## src/rtl/lamp_sequencer_pkg.sv

```systemverilog
// Shared definitions for the traffic controller and its lamp sequencer:
// state encoding, road count and a small sizing helper.
package lamp_sequencer_pkg;

  localparam int NROADS = 4;

  localparam logic [1:0] ST_ALLRED = 2'd0;
  localparam logic [1:0] ST_IDLE   = 2'd1;
  localparam logic [1:0] ST_GREEN  = 2'd2;
  localparam logic [1:0] ST_YELLOW = 2'd3;

  typedef enum logic [1:0] {
    S_ALLRED = ST_ALLRED,
    S_IDLE   = ST_IDLE,
    S_GREEN  = ST_GREEN,
    S_YELLOW = ST_YELLOW
  } lamp_state_e;

  function automatic int max2(input int a, input int b);
    return (a > b) ? a : b;
  endfunction

endpackage

```

## src/rtl/lamp_sequencer_onehot_check.sv

```systemverilog
// Classifies a road grant vector: exactly one bit set (valid) or more than
// one bit set (multi). Purely combinational.
module onehot_check
  import lamp_sequencer_pkg::*;
(
  input  logic [NROADS-1:0] vec_i,
  output logic              valid_o,
  output logic              multi_o
);

  localparam int CW = $clog2(NROADS + 1);

  logic [CW-1:0] ones;

  always_comb begin
    ones = '0;
    for (int i = 0; i < NROADS; i++) begin
      ones = ones + CW'(vec_i[i]);
    end
  end

  assign valid_o = (ones == CW'(1));
  assign multi_o = (ones >  CW'(1));

endmodule

```

## src/rtl/lamp_sequencer.sv

```systemverilog
// Drives the red/yellow/green lamps of four roads from a one-hot green grant,
// inserting a yellow phase and an all-red clearance on every grant change.
module lamp_sequencer
  import lamp_sequencer_pkg::*;
#(
  parameter int YELLOW_CYC = 3,
  parameter int ALLRED_CYC = 2
) (
  input  logic              clk,
  input  logic              rst,
  input  logic [NROADS-1:0] traffic,
  output logic [NROADS-1:0] red,
  output logic [NROADS-1:0] yellow,
  output logic [NROADS-1:0] green,
  output logic              busy,
  output logic              fault
);

  localparam int CNT_W = $clog2(max2(YELLOW_CYC, ALLRED_CYC) + 1);
  localparam logic [CNT_W-1:0] YEL_LOAD = CNT_W'(YELLOW_CYC - 1);
  localparam logic [CNT_W-1:0] AR_LOAD  = CNT_W'(ALLRED_CYC - 1);

  lamp_state_e       state_q, state_d;
  logic [CNT_W-1:0]  cnt_q, cnt_d;
  logic [NROADS-1:0] active_q, active_d;
  logic [NROADS-1:0] red_q, yellow_q, green_q;
  logic              busy_q, fault_q;
  logic              grant_valid, grant_multi;

  onehot_check u_onehot (
    .vec_i   (traffic),
    .valid_o (grant_valid),
    .multi_o (grant_multi)
  );

  // Lamp pattern for a given phase; outputs are registered from the next state
  // so they change on the same edge as the state itself.
  function automatic logic [3*NROADS:0] decode(input lamp_state_e s,
                                               input logic [NROADS-1:0] act);
    logic [NROADS-1:0] r, y, g;
    logic b;
    r = '1;
    y = '0;
    g = '0;
    b = 1'b1;
    case (s)
      S_IDLE:   b = 1'b0;
      S_GREEN:  begin r = ~act; g = act; end
      S_YELLOW: begin r = ~act; y = act; end
      default:  ;
    endcase
    return {r, y, g, b};
  endfunction

  always_comb begin
    state_d  = state_q;
    cnt_d    = cnt_q;
    active_d = active_q;
    case (state_q)
      S_ALLRED: begin
        if (cnt_q == '0) begin
          if (grant_valid) begin
            state_d  = S_GREEN;
            active_d = traffic;
          end else begin
            state_d = S_IDLE;
          end
        end else begin
          cnt_d = cnt_q - CNT_W'(1);
        end
      end
      S_IDLE: begin
        if (grant_valid) begin
          state_d  = S_GREEN;
          active_d = traffic;
        end
      end
      S_GREEN: begin
        if (traffic != active_q) begin
          state_d = S_YELLOW;
          cnt_d   = YEL_LOAD;
        end
      end
      S_YELLOW: begin
        // Yellow always runs to completion, even if the grant comes back.
        if (cnt_q == '0) begin
          state_d  = S_ALLRED;
          cnt_d    = AR_LOAD;
          active_d = '0;
        end else begin
          cnt_d = cnt_q - CNT_W'(1);
        end
      end
      default: begin
        state_d  = S_ALLRED;
        cnt_d    = AR_LOAD;
        active_d = '0;
      end
    endcase
  end

  always_ff @(posedge clk) begin
    if (rst) begin
      state_q  <= S_ALLRED;
      cnt_q    <= AR_LOAD;
      active_q <= '0;
      red_q    <= '1;
      yellow_q <= '0;
      green_q  <= '0;
      busy_q   <= 1'b1;
      fault_q  <= 1'b0;
    end else begin
      state_q  <= state_d;
      cnt_q    <= cnt_d;
      active_q <= active_d;
      {red_q, yellow_q, green_q, busy_q} <= decode(state_d, active_d);
      fault_q  <= grant_multi;
    end
  end

  assign red    = red_q;
  assign yellow = yellow_q;
  assign green  = green_q;
  assign busy   = busy_q;
  assign fault  = fault_q;

endmodule

```

## config.mk

```make
export PLATFORM = sky130hd
export DESIGN_NAME = lamp_sequencer
export DESIGN_NICKNAME = d
export VERILOG_FILES = /design/src/rtl/lamp_sequencer_pkg.sv /design/src/rtl/lamp_sequencer_onehot_check.sv /design/src/rtl/lamp_sequencer.sv
export SDC_FILE = /design/constraint.sdc
export NUM_CORES = 1
export LEC_CHECK = 0
export BUFFER_PORTS_ARGS = -buffer_cell sky130_fd_sc_hd__buf_2
export CAP_MARGIN = 20
export CORE_MARGIN = 5
export CORE_UTILIZATION = 57
export DETAILED_ROUTE_END_ITERATION = 6
export PLACE_DENSITY = 0.82
export SLEW_MARGIN = 10
export SYNTH_ARGS = -nofsm -noshare
export SYNTH_HDL_FRONTEND = slang
export SYNTH_SLANG_ARGS = --single-unit
```

## constraint.sdc

```tcl
create_clock -name clk -period 6.9 [get_ports clk]
set_input_delay 1.38 -clock clk [delete_from_list [all_inputs] [get_ports clk]]
set_output_delay 1.38 -clock clk [all_outputs]
set_load 0.01 [all_outputs]
```

== Word level (Yosys, flattened, before mapping) ==
Index checks and enable logic that the tools add are counted.
Cells by class
  add/sub/neg operators: 4
  order comparisons: 1
  eq/ne operators: 10
  muxes and demuxes: 15
  bitwise gates (word level): 4
  reduce and logical (&&, ||, !) cells: 8
Operators by type and width (number)
  two-way mux 2 bit: 8
  two-way mux 4 bit: 3
  one-hot mux 4 bit (3 select lines): 1
  == test 2 bit, second input constant: 4
  one-hot mux 2 bit (4 select lines): 1
  OR reduction 2 bit: 4
  adder 3 x 1 -> 3 bit: 2
  one-hot mux 2 bit (3 select lines): 1
  == test 2 x 1 -> 1 bit, second input constant: 2
  zero test 2 bit: 2
  != test 2 bit, second input constant: 2
  != test 4 bit: 1
  NOT 4 bit: 1
  == test 3 x 1 -> 1 bit, second input constant: 1
  > comparator 3 x 1 -> 1 bit, second input constant: 1
  NOT 1 bit: 3
  AND reduction 3 bit: 1
  nonzero test 3 bit: 1
  adder 1 x 1 -> 2 bit: 1
  subtractor 2 x 1 -> 2 bit, second input constant: 1
  two-way mux 1 bit: 1
Storage, ports and cells
  register bits: 22

== Logic depth before layout (Yosys ltp) ==
Gate-level depths: netlist of the first run.
  word-level depth: 11
  mapped depth: 9
  depth with buffers taken out: 9

== Cells and area by module ==
A second synthesis of the first run with hierarchy kept.
Unflattened totals
  cell total of the unflattened synthesis: 110
  area total of the unflattened synthesis: 1047.3 µm²
Modules (own cells, without submodules)
  lamp_sequencer: instances 1, cells each 98, area each 950.9 µm²
  onehot_check: instances 1, cells each 12, area each 96.3 µm²

== Worst setup path after synthesis of the first run ==
OpenSTA, ideal clock, no wires.
  path kind: in2reg
  from: input port traffic[0]
  to: register green_q[0] (netlist: green[0])
  library setup time: 115 ps
  arrival time: 3265 ps
  data required time: 6785 ps
  path slack: 3520 ps
  stages on the path: 8
  path buffers: 0
  cells stage by stage: ha_1 inv_1 fa_1 ha_1 or3_1 o211ai_1 a211oi_2 and2_1
On the way
  cells in the longest elaborated chain, start to end: 10
  elaborated cells between the ends (all ways): 16
  those cells by class: 3 x add/sub; 3 x eq/ne; 8 x mux; 1 x bitwise; 1 x reduce/logical
Ends and longest elaborated chain
  from (decl): line lamp_sequencer.sv:11  | input logic [NROADS-1:0] traffic,
  adder 1 x 1 -> 2 bit: line lamp_sequencer_onehot_check.sv:18  | ones = ones + CW'(vec_i[i]);
  adder 3 x 1 -> 3 bit (2 in a row): line lamp_sequencer_onehot_check.sv:18
  == test 3 x 1 -> 1 bit: line lamp_sequencer_onehot_check.sv:22  | assign valid_o = (ones == CW'(1));
  two-way mux 2 bit: line lamp_sequencer.sv:62  | if (grant_valid) begin
  two-way mux 2 bit: line lamp_sequencer.sv:61  | if (cnt_q == '0) begin
  one-hot mux 2 bit (4 select lines): line lamp_sequencer.sv:59  | case (state_q)
  == test 2 bit: line lamp_sequencer.sv:46  | case (s)
  NOT 1 bit (no source line)
  OR reduction 2 bit (no source line)
  to (signal assigned): line lamp_sequencer.sv:116  | {red_q, yellow_q, green_q, busy_q} <= decode(state_d, active_d);
  to (decl): line lamp_sequencer.sv:26  | logic [NROADS-1:0] red_q, yellow_q, green_q;
Parallel ways exist; a longest one is shown, timed or not.
A chain may end at the register's enable or synchronous reset.

== Final worst setup path of the first run ==
  from: input port traffic[1]
  to: register yellow_q[0] (netlist: yellow[0])
On the way
  cells in the longest elaborated chain, start to end: 10
  elaborated cells between the ends (all ways): 16
  those cells by class: 3 x add/sub; 3 x eq/ne; 8 x mux; 1 x bitwise; 1 x reduce/logical
Ends and longest elaborated chain (line)
  adder 1 x 1 -> 2 bit: lamp_sequencer_onehot_check.sv:18
  adder 3 x 1 -> 3 bit (2 in a row): lamp_sequencer_onehot_check.sv:18
  == test 3 x 1 -> 1 bit: lamp_sequencer_onehot_check.sv:22
  two-way mux 2 bit: lamp_sequencer.sv:62
  two-way mux 2 bit: lamp_sequencer.sv:61
  one-hot mux 2 bit (4 select lines): lamp_sequencer.sv:59
  == test 2 bit: lamp_sequencer.sv:46
  NOT 1 bit (no source line)
  OR reduction 2 bit (no source line)
  to (signal assigned): lamp_sequencer.sv:116
  to (decl): lamp_sequencer.sv:26
Parallel ways exist; a longest one is shown, timed or not.

==> impl_results.md, run 1 <==
* PD cells at 322 nW/um^2
* Net Switching at 0.128 mW
* Total track usage at 16.7%
* Routed len/inst at 14.3 um
* Ys Warns at 0
* Top-Level Pins at 20
* CTS tree: done
* Largest net degree at the start of global routing at 14
* # hold bufs at CTS at 0
* RD Place Congestion at 0.819
* Clock skew at 0.00780 ns
* Post-synth ARST share at 0%
* GRT overflow at 0
* Period utilization at 48.9%
* Initial DRC count at 25
* Final Hold Fails at 0
* Gate power share at 32.1%
* Post-synth top flop: dfxtp_1
* Area growth syn-to-layout at 13.7%
* Post-CTS Setup Bufs at 0
* Full die area at 2760 um^2
* Avg Cell Area, Syn at 9.83 um^2
* Max rail drop VDD at 179 uV
* Global-route wire length before repair at 3330 um
* Core Region at 1730 um^2
* FP Rows at 15
* Clk sinks at 22
* Worst Path Required at 7.13 ns
* CTS H-tree lvls at 1
* Max-cap viol count at 0
* Clk_lat worst skew at 0.32 ns
* CP Data Arrival Time at 3.60 ns
* Reg power frac at 41.7%
* Setup TNS Final at 0 ns
* Relative slew slack at 56.2%
* Die Y at 52.6 um
* RSZ-0062 raised after global routing: no
* Layout cell share with drive strength beyond 1 at 25.8%
* Final antenna diode count at 0
* Syn_nets at 117
* Final setup viols at 0
* Clk buf depth at 2
* PnR worst setup slack at 3.53 ns
* Reg clk slew, reported paths at 0.12 ns
* Register area at 440 um^2
* Fin nets at 137
* Setup crit end kind: register
* Setup Crit Path Kind: primary input to register
* Most area-consuming cells after synthesis: dfxtp_1 (43%), ha_1 (6.1%), a211oi_2 (4.8%)
* Post-route ant nets at 0
* Initial Util at 59.8%
* Vias at 821
* Final hold slack at 0.552 ns
* Multi-input gate area at 505 um^2
* Sequential share of the synthesized area at 42.7%
* CP max FO at 5
* Highest clock rate at 0.296 GHz
* Internal power at 0.250 mW
* Residual DRC at 0
* DP Worst Slack at 3.20 ns
* Die width at 52.6 um
* Post-synth EDFFs at 0
* Worst Tran Pin Value at 0.653 ns
* Distinct cells, synth at 34
* Startpoint types: primary input
* IO Port Bufs at 19
* Max-slew violation count at 0
* Initial antenna violation count at 0
* Cell count after synthesis at 105
* Min Tclk post-route at 3.37 ns
* Worst Hold Class: register to register
* Post-synthesis cell area at 1030 um^2
* Total wire length at 2130 um
* CTS resizes at 0
* Vias in the first global route at 780
* Filler cell count at 158
* Clock share of power at 26.2%
* Largest area contributor in the netlist: dfxtp_1
* Status: finished, final reports clean
* Yosys reg bits at 22
* Post-DP HPWL at 1610 um
* First-pass iteration count of the detailed router at 4
* Post-synth top area share at 42.7%
* P_leak at 0.529 nW
* Number of CTS-inserted buffers at 3
* Vias per cell at 5.51
* Clk root buf: clkbuf_4
* Overall Power at 0.378 mW
* Net Sw Frac at 33.8%
state kept, by name, indices dropped and copies added (netlist names):
register,count
green,4
state_q,2
red,4
fault,1
cnt_q,2
busy,1
active_q,4
yellow,4
Yosys cell counts, drive strengths merged (2+ instances only):
| cell | number |
|---|---|
| dfxtp | 22 |
| nor3 | 3 |
| buf | 3 |
| o211ai | 4 |
| xor2 | 4 |
| and2 | 8 |
| ha | 5 |
| nor2 | 5 |
| a211oi | 5 |
| inv | 13 |
| nand2 | 6 |
| nand4 | 5 |
| a21oi | 3 |
| or3 | 2 |
power by group through the flow:
| stage | combinational [mW] | sequential, mW | clock [mW] |
|---|---|---|---|
| global placement | 0.115 | 0.159 | 0 |
| detailed placement | 0.120 | 0.160 | 0 |
| floorplan | 0.104 | 0.154 | 0 |
| global route | 0.133 | 0.160 | 0.104 |
| finish | 0.121 | 0.158 | 0.0991 |
| CTS | 0.121 | 0.158 | 0.0983 |
logic make-up after synthesis:
logic type      count (synthesis)  share of synthesized area [%]
flops                          22                           42.7
fa+ha+maj                       6                           8.00
xor+xnor                        4                           3.39
compound gates                 20                           17.9
simple gates                   36                           19.6
buf+inv                        17                           8.36
metrics by stage:
step           cells  area, um^2  util, %
2_1_floorplan    105        1030        -
3_3_place_gp     145        1120     64.9
3_5_place_dp     145        1120     64.9
4_1_cts          149        1170     68.0
5_1_grt          149        1170     68.0
6_report         149        1170     68.0
final cells by class:
class                   instances  area share, %
well taps                      25           2.67
clock inverters                 1           2.56
clock buffers                   3           1.92
inverters                      13           4.16
repair buffers                 19           8.10
flip-flops and latches         22           37.5
multi-input cells              66           43.1
final timing paths:
path	startpoint	endpoint	slack (ns)	depth (start not counted)
worst max-delay path	traffic[1]	yellow[0]	3.53	9
worst min-delay path	cnt_q[1]	cnt_q[1]	0.55	2
worst max register to register	cnt_q[1]	busy	5.12	6
worst min register to register	cnt_q[1]	cnt_q[1]	0.55	2
routing by layer:
| metal | track usage (%) | vias up | part of all wire [%] |
|---|---|---|---|
| met1 | 17.7 | 376 | 42 |
| met4 | 11.5 | 0 | 3.5 |
| li1 | - | 398 | - |
| met2 | 28.5 | 36 | 49 |
| met3 | 4.27 | 11 | 5.5 |
| met5 | 0 | - | 0 |
worst max-delay path, cell delays in order:
cell	delay, ns
buf_2	0.13
ha_1	0.29
inv_1	0.05
fa_1	0.39
ha_1	0.31
or3_1	0.46
o211ai_1	0.29
a211oi_2	0.13
and2_1	0.18
cells in the final DEF (no fill, tap or decap), types with 2 or more instances in the layout:
master    count
nand4_1       5
inv_1        13
and2_1        8
dfxtp_1      22
clkbuf_4      3
o211ai_1      4
nor2_1        5
nand2_1       6
buf_2        19
or3_1         2
a211oi_2      4
nor3_1        2
ha_1          5
a21oi_1       2
xor2_1        4
No activity file was read; power rests on OpenSTA's default activity.
==> run 2: changes to the inputs <==
--- a/config.mk
+++ b/config.mk
@@ -7,10 +7,11 @@
 export LEC_CHECK = 0
 export BUFFER_PORTS_ARGS = -buffer_cell sky130_fd_sc_hd__buf_2
 export CAP_MARGIN = 20
+export CORE_ASPECT_RATIO = 1.4
 export CORE_MARGIN = 5
-export CORE_UTILIZATION = 57
+export CORE_UTILIZATION = 47
 export DETAILED_ROUTE_END_ITERATION = 6
-export PLACE_DENSITY = 0.82
+export PLACE_DENSITY = 0.72
 export SLEW_MARGIN = 10
 export SYNTH_ARGS = -nofsm -noshare
 export SYNTH_HDL_FRONTEND = slang
==> constraint.sdc (replaced) <==
create_clock -name clk -period 2.77 [get_ports clk]
set_input_delay 0.554 -clock clk [delete_from_list [all_inputs] [get_ports clk]]
set_output_delay 0.554 -clock clk [all_outputs]
set_load 0.01 [all_outputs]
==> run 2 against run 1 <==
Worst hold slack lost 0.045 ns. First-iteration DRC count rose by 32%. Total power rose to 2.5 times the previous value. Non-clock buffer count increased by 3. Register-to-register slack worse by 4.1 ns. Count of clock-buffer cells in the layout stayed put. Sequential power increased by 150%. Via count grew 2.2%. Global-route usage fell by 2.9 points. Clock power grew 150%. Critical path type unchanged. Highest routed layer unchanged.
==> impl_results.md, run 2 (synthesis results as in run 1) <==
* Residual DRC at 0
* Clock skew at 0.00463 ns
* Largest net degree at the start of global routing at 14
* Setup crit end kind: register
* Register area at 440 um^2
* Routed len/inst at 13.7 um
* Final setup viols at 0
* CTS H-tree lvls at 1
* Area post-placement at 1140 um^2
* Die width at 49.6 um
* Multi-input gate area at 505 um^2
* Initial DRC count at 33
* Vias per cell at 5.63
* RSZ-0062 raised after global routing: no
* Area growth syn-to-layout at 15.5%
* Startpoint types: primary input
* Critical R2R Launch: cnt_q[1]
* Most common cell after layout, fill and taps aside: dfxtp_1
* Reg clk slew, reported paths at 0.12 ns
* RD Place Congestion at 0.784
* PD cells at 795 nW/um^2
* Setup Crit Path Kind: primary input to register
* GRT overflow at 0
* Initial antenna violation count at 0
* Post-Layout Inst Area at 1190 um^2
* Post-CTS Setup Bufs at 0
* Filler cell count at 197
* Max-cap viol count at 0
* Clk root buf: clkbuf_4
* Number of CTS-inserted buffers at 3
* Full die area at 3250 um^2
* Core Region at 2130 um^2
* Max rail drop VDD at 403 uV
* Fin nets at 140
* # hold bufs at CTS at 0
* Setup crit start: traffic[0]
* Vias at 839
* Relative slew slack at 60.1%
* CP Data Arrival Time at 2.76 ns
* Initial Util at 48.5%
* Clk sinks at 22
* Worst Path Required at 2.98 ns
* Total track usage at 13.8%
* Status: finished, final reports clean
* Hold path start: rst
* IO Port Bufs at 19
* Layout cell share with drive strength beyond 1 at 27.6%
* Global-route wire length before repair at 3510 um
* Worst Hold Class: primary input to register
* CTS resizes at 0
* Clk buf depth at 2
* CTS tree: done
* Period utilization at 91.8%
* Final antenna diode count at 0
* Final Hold Fails at 0
* Top-Level Pins at 20
* First-pass iteration count of the detailed router at 4
* P_leak at 0.544 nW
* Min Tclk post-route at 2.54 ns
* FP Rows at 20
* Worst Tran Pin Value at 0.593 ns
* Post-route ant nets at 0
* Max-slew violation count at 0
* Post-DP HPWL at 1560 um
* Die Y at 65.5 um
* Highest clock rate at 0.393 GHz
* Clk_lat worst skew at 0.31 ns
* Total wire length at 2040 um
* Vias in the first global route at 806
* CP max FO at 5
* Final Util at 56.1%
* Commonest non-fill, non-tap cells in the layout: dfxtp_1 (22), buf_2 (19), inv_1 (13), and2_1 (8), nand2_1 (6)
-- run 2: worst max-delay path, stage by stage --
cell and delay [ns]:
buf_2 0.11, ha_1 0.27, inv_1 0.04, fa_1 0.39
ha_1 0.32, or3_1 0.47, a21oi_1 0.25, a211oi_1 0.13
and2_1 0.23
-- run 2: final timing paths --
| kind | end | slack [ns] | depth (start not counted) |
|---|---|---|---|
| worst max register to register | busy | 1.01 | 5 |
| worst min register to register | cnt_q[1] | 0.54 | 2 |
| worst min-delay path | fault | 0.51 | 2 |
| worst max-delay path | yellow[2] | 0.23 | 9 |
-- run 2: power breakdown --
part	internal (mW)	total (mW)	switching [mW]
clock	0.146	0.244	0.0978
sequential	0.354	0.389	0.0355
combinational	0.129	0.315	0.186
-- run 2: layout make-up --
class | count | area share (%)
repair buffers | 22 | 9.86
inverters | 13 | 4.09
clock buffers | 3 | 1.89
flip-flops and latches | 22 | 36.9
clock inverters | 1 | 2.52
well taps | 22 | 2.31
multi-input cells | 66 | 42.4
-- run 2: through the flow --
step	worst slack [ns]	std cells	total power, mW	TNS (ns)	hold slack [ns]
3_5_place_dp	-0.0576	145	0.708	-0.448	0.530
4_1_cts	0.247	149	0.955	0	0.503
2_1_floorplan	0.216	105	0.642	0	0.491
6_report	0.228	149	0.948	0	0.507
5_1_grt	0.114	149	1.02	0	0.505
3_3_place_gp	-0.0104	145	0.697	-0.0204	0.510
-- run 2: routing by layer --
layer | global-route usage (%) | wire, um | up-vias
met5 | 0 | 0 | -
met4 | 7.87 | 49 | 0
met3 | 2.49 | 111 | 7
met2 | 25.2 | 1140 | 26
met1 | 14.3 | 735 | 398
li1 | - | - | 408
==> run 3: changes to the inputs <==
--- a/config.mk
+++ b/config.mk
@@ -11,7 +11,9 @@
 export CORE_MARGIN = 5
 export CORE_UTILIZATION = 47
 export DETAILED_ROUTE_END_ITERATION = 6
+export GPL_TIMING_DRIVEN = 0
 export PLACE_DENSITY = 0.72
+export RECOVER_POWER = 50
 export SLEW_MARGIN = 10
 export SYNTH_ARGS = -nofsm -noshare
 export SYNTH_HDL_FRONTEND = slang
==> run 3 against run 2 <==
Worst hold slack improved by 0.042 ns. Maximum frequency decreased by 0.35%. Global-route usage is 0.75 points lower. Cell count unchanged. Flip-flop and latch count stayed put. Routed wire length decreased by 4.1%. Core utilization is 1.3 points lower. Clock power is 30% lower. Combinational power rose by 3%. Sequential share of layout area is 0.87 points higher. Largest cell class unchanged. Highest routed layer unchanged.
==> impl_results.md, run 3 (synthesis results as in run 1) <==
* DP Worst Slack at -0.0861 ns
* Cell Chain, Critical Path: clkbuf_1 -> ha_1 -> inv_1 -> fa_1 -> ha_1 -> or3_1 -> o211ai_1 -> a211oi_2 -> and2_1
* CTS resizes at 0
* Final hold slack at 0.548 ns
* Routed len/inst at 13.1 um
* PnR worst setup slack at 0.219 ns
* Setup crit end kind: register
* Residual DRC at 0
* Post-Layout Inst Area at 1160 um^2
* # hold bufs at CTS at 0
* PD cells at 747 nW/um^2
* Die width at 49.6 um
* Area growth syn-to-layout at 12.8%
* Final Hold Fails at 0
* Crit-path leading delay family: adder cells
* Fin nets at 140
* Core Region at 2130 um^2
* Final antenna diode count at 0
* Final Util at 54.8%
* Initial Util at 48.5%
* Status: finished, final reports clean
* Min Tclk post-route at 2.55 ns
* Multi-input gate area at 503 um^2
* Non-filler cells in the finished layout at 149
* P_leak at 0.491 nW
* Post-CTS Setup Bufs at 0
* Placed instance count at 145
* Relative slew slack at 63.8%
* GRT overflow at 0
* Clk_lat worst skew at 0.30 ns
* GRT met2 Usage at 25.8%
* Initial antenna violation count at 0
* Top-Level Pins at 20
* Clock skew at 0.0123 ns
* IO Port Bufs at 18
* Max rail drop VDD at 439 uV
* Period utilization at 92.1%
* Global-route wire length before repair at 3410 um
* Clk buf depth at 2
* Post-DP HPWL at 1580 um
* Worst Tran Pin Value at 0.539 ns
* Vias at 810
* Overall Power at 0.871 mW
* CTS tree: done
* Max-cap viol count at 0
* FP Rows at 20
* Worst Hold Class: register to register
* Final setup viols at 0
* Worst Path Required at 2.97 ns
* Setup TNS Final at 0 ns
* Worst path max stage delay at 0.47 ns
* Reg clk slew, reported paths at 0.12 ns
* First-pass iteration count of the detailed router at 4
* Total track usage at 13.0%
* Most common cell after layout, fill and taps aside: dfxtp_1
* Clk sinks at 22
* Highest clock rate at 0.392 GHz
* Startpoint types: primary input
* Largest net degree at the start of global routing at 13
* CP most frequent cell: ha_1
* Area post-placement at 1150 um^2
* Vias in the first global route at 834
* Met3 usage at 2.27%
* CP max FO at 5
* Register area at 440 um^2
* Initial DRC count at 15
* RD Place Congestion at 0.797
* Worst Path Buf+Inv at 2
* Commonest non-fill, non-tap cells in the layout: dfxtp_1 (22), clkbuf_1 (16), inv_1 (13), and2_1 (8), nand2_1 (6)
* Vias per cell at 5.44
* Max-slew violation count at 0
* Total wire length at 1950 um
* Slowest CP cell: or3_1
* CTS H-tree lvls at 1
* RSZ-0062 raised after global routing: no
* Number of CTS-inserted buffers at 3
* Clk root buf: clkbuf_4
* Post-route ant nets at 0
* Die Y at 65.5 um
* Setup Crit Path Kind: primary input to register
* CP Data Arrival Time at 2.75 ns
* Global routing usage on met1 at 12.9%
* Full die area at 3250 um^2
* Filler cell count at 209
* Layout cell share with drive strength beyond 1 at 13.4%
* Layer with the highest usage: met2
==> run 3: changes by cell type in the layout (fill, tap and decap cells not counted) <==
| cell | delta |
|---|---|
| clkbuf_1 | +16 |
| or2_0 | +1 |
| or2_4 | -1 |
| o21ba_1 | +1 |
| buf_6 | +3 |
| buf_2 | -16 |
| o21ba_2 | -1 |
| bufinv_16 | -1 |
| clkbuf_8 | +1 |
| buf_4 | -3 |
==> run 3: layout make-up <==
type	instances	area share, %
Clock buffer	4	3.11
Timing Repair Buffer	18	6.12
Inverter	13	4.19
Tap cell	22	2.36
Sequential cell	22	37.8
Multi-Input combinational cell	66	43.2
Buffer	4	3.22
==> run 3: routing by layer <==
layer	routed length (um)	share of wire (%)	up-vias
met5	0	0	-
met4	12	0.61	0
met3	120	6.1	2
met2	1110	57	21
met1	708	36	381
li1	-	-	406
==> run 3: worst reg2reg max path: stages (launching register included) <==
cell	delay (ns)
dfxtp_1	0.34
inv_1	0.09
ha_1	0.26
or2_0	0.27
a21oi_1	0.13
a211o_1	0.36
or3_1	0.32
==> run 3: where the power goes <==
part           switching [mW]  internal (mW)  leakage (nW)  total [mW]
Sequential             0.0205          0.354         0.179       0.374
Combinational           0.200          0.125         0.291       0.325
Clock                  0.0913         0.0801        0.0210       0.171
==> run 3: path summary, 6_finish.rpt <==
path                            cells after the start   endpoint       start  slack [ns]
worst max register to register                      6       busy    cnt_q[0]        0.89
worst min-delay path                                2   cnt_q[1]    cnt_q[1]        0.55
worst min register to register                      2   cnt_q[1]    cnt_q[1]        0.55
worst max-delay path                                9  yellow[0]  traffic[0]        0.22
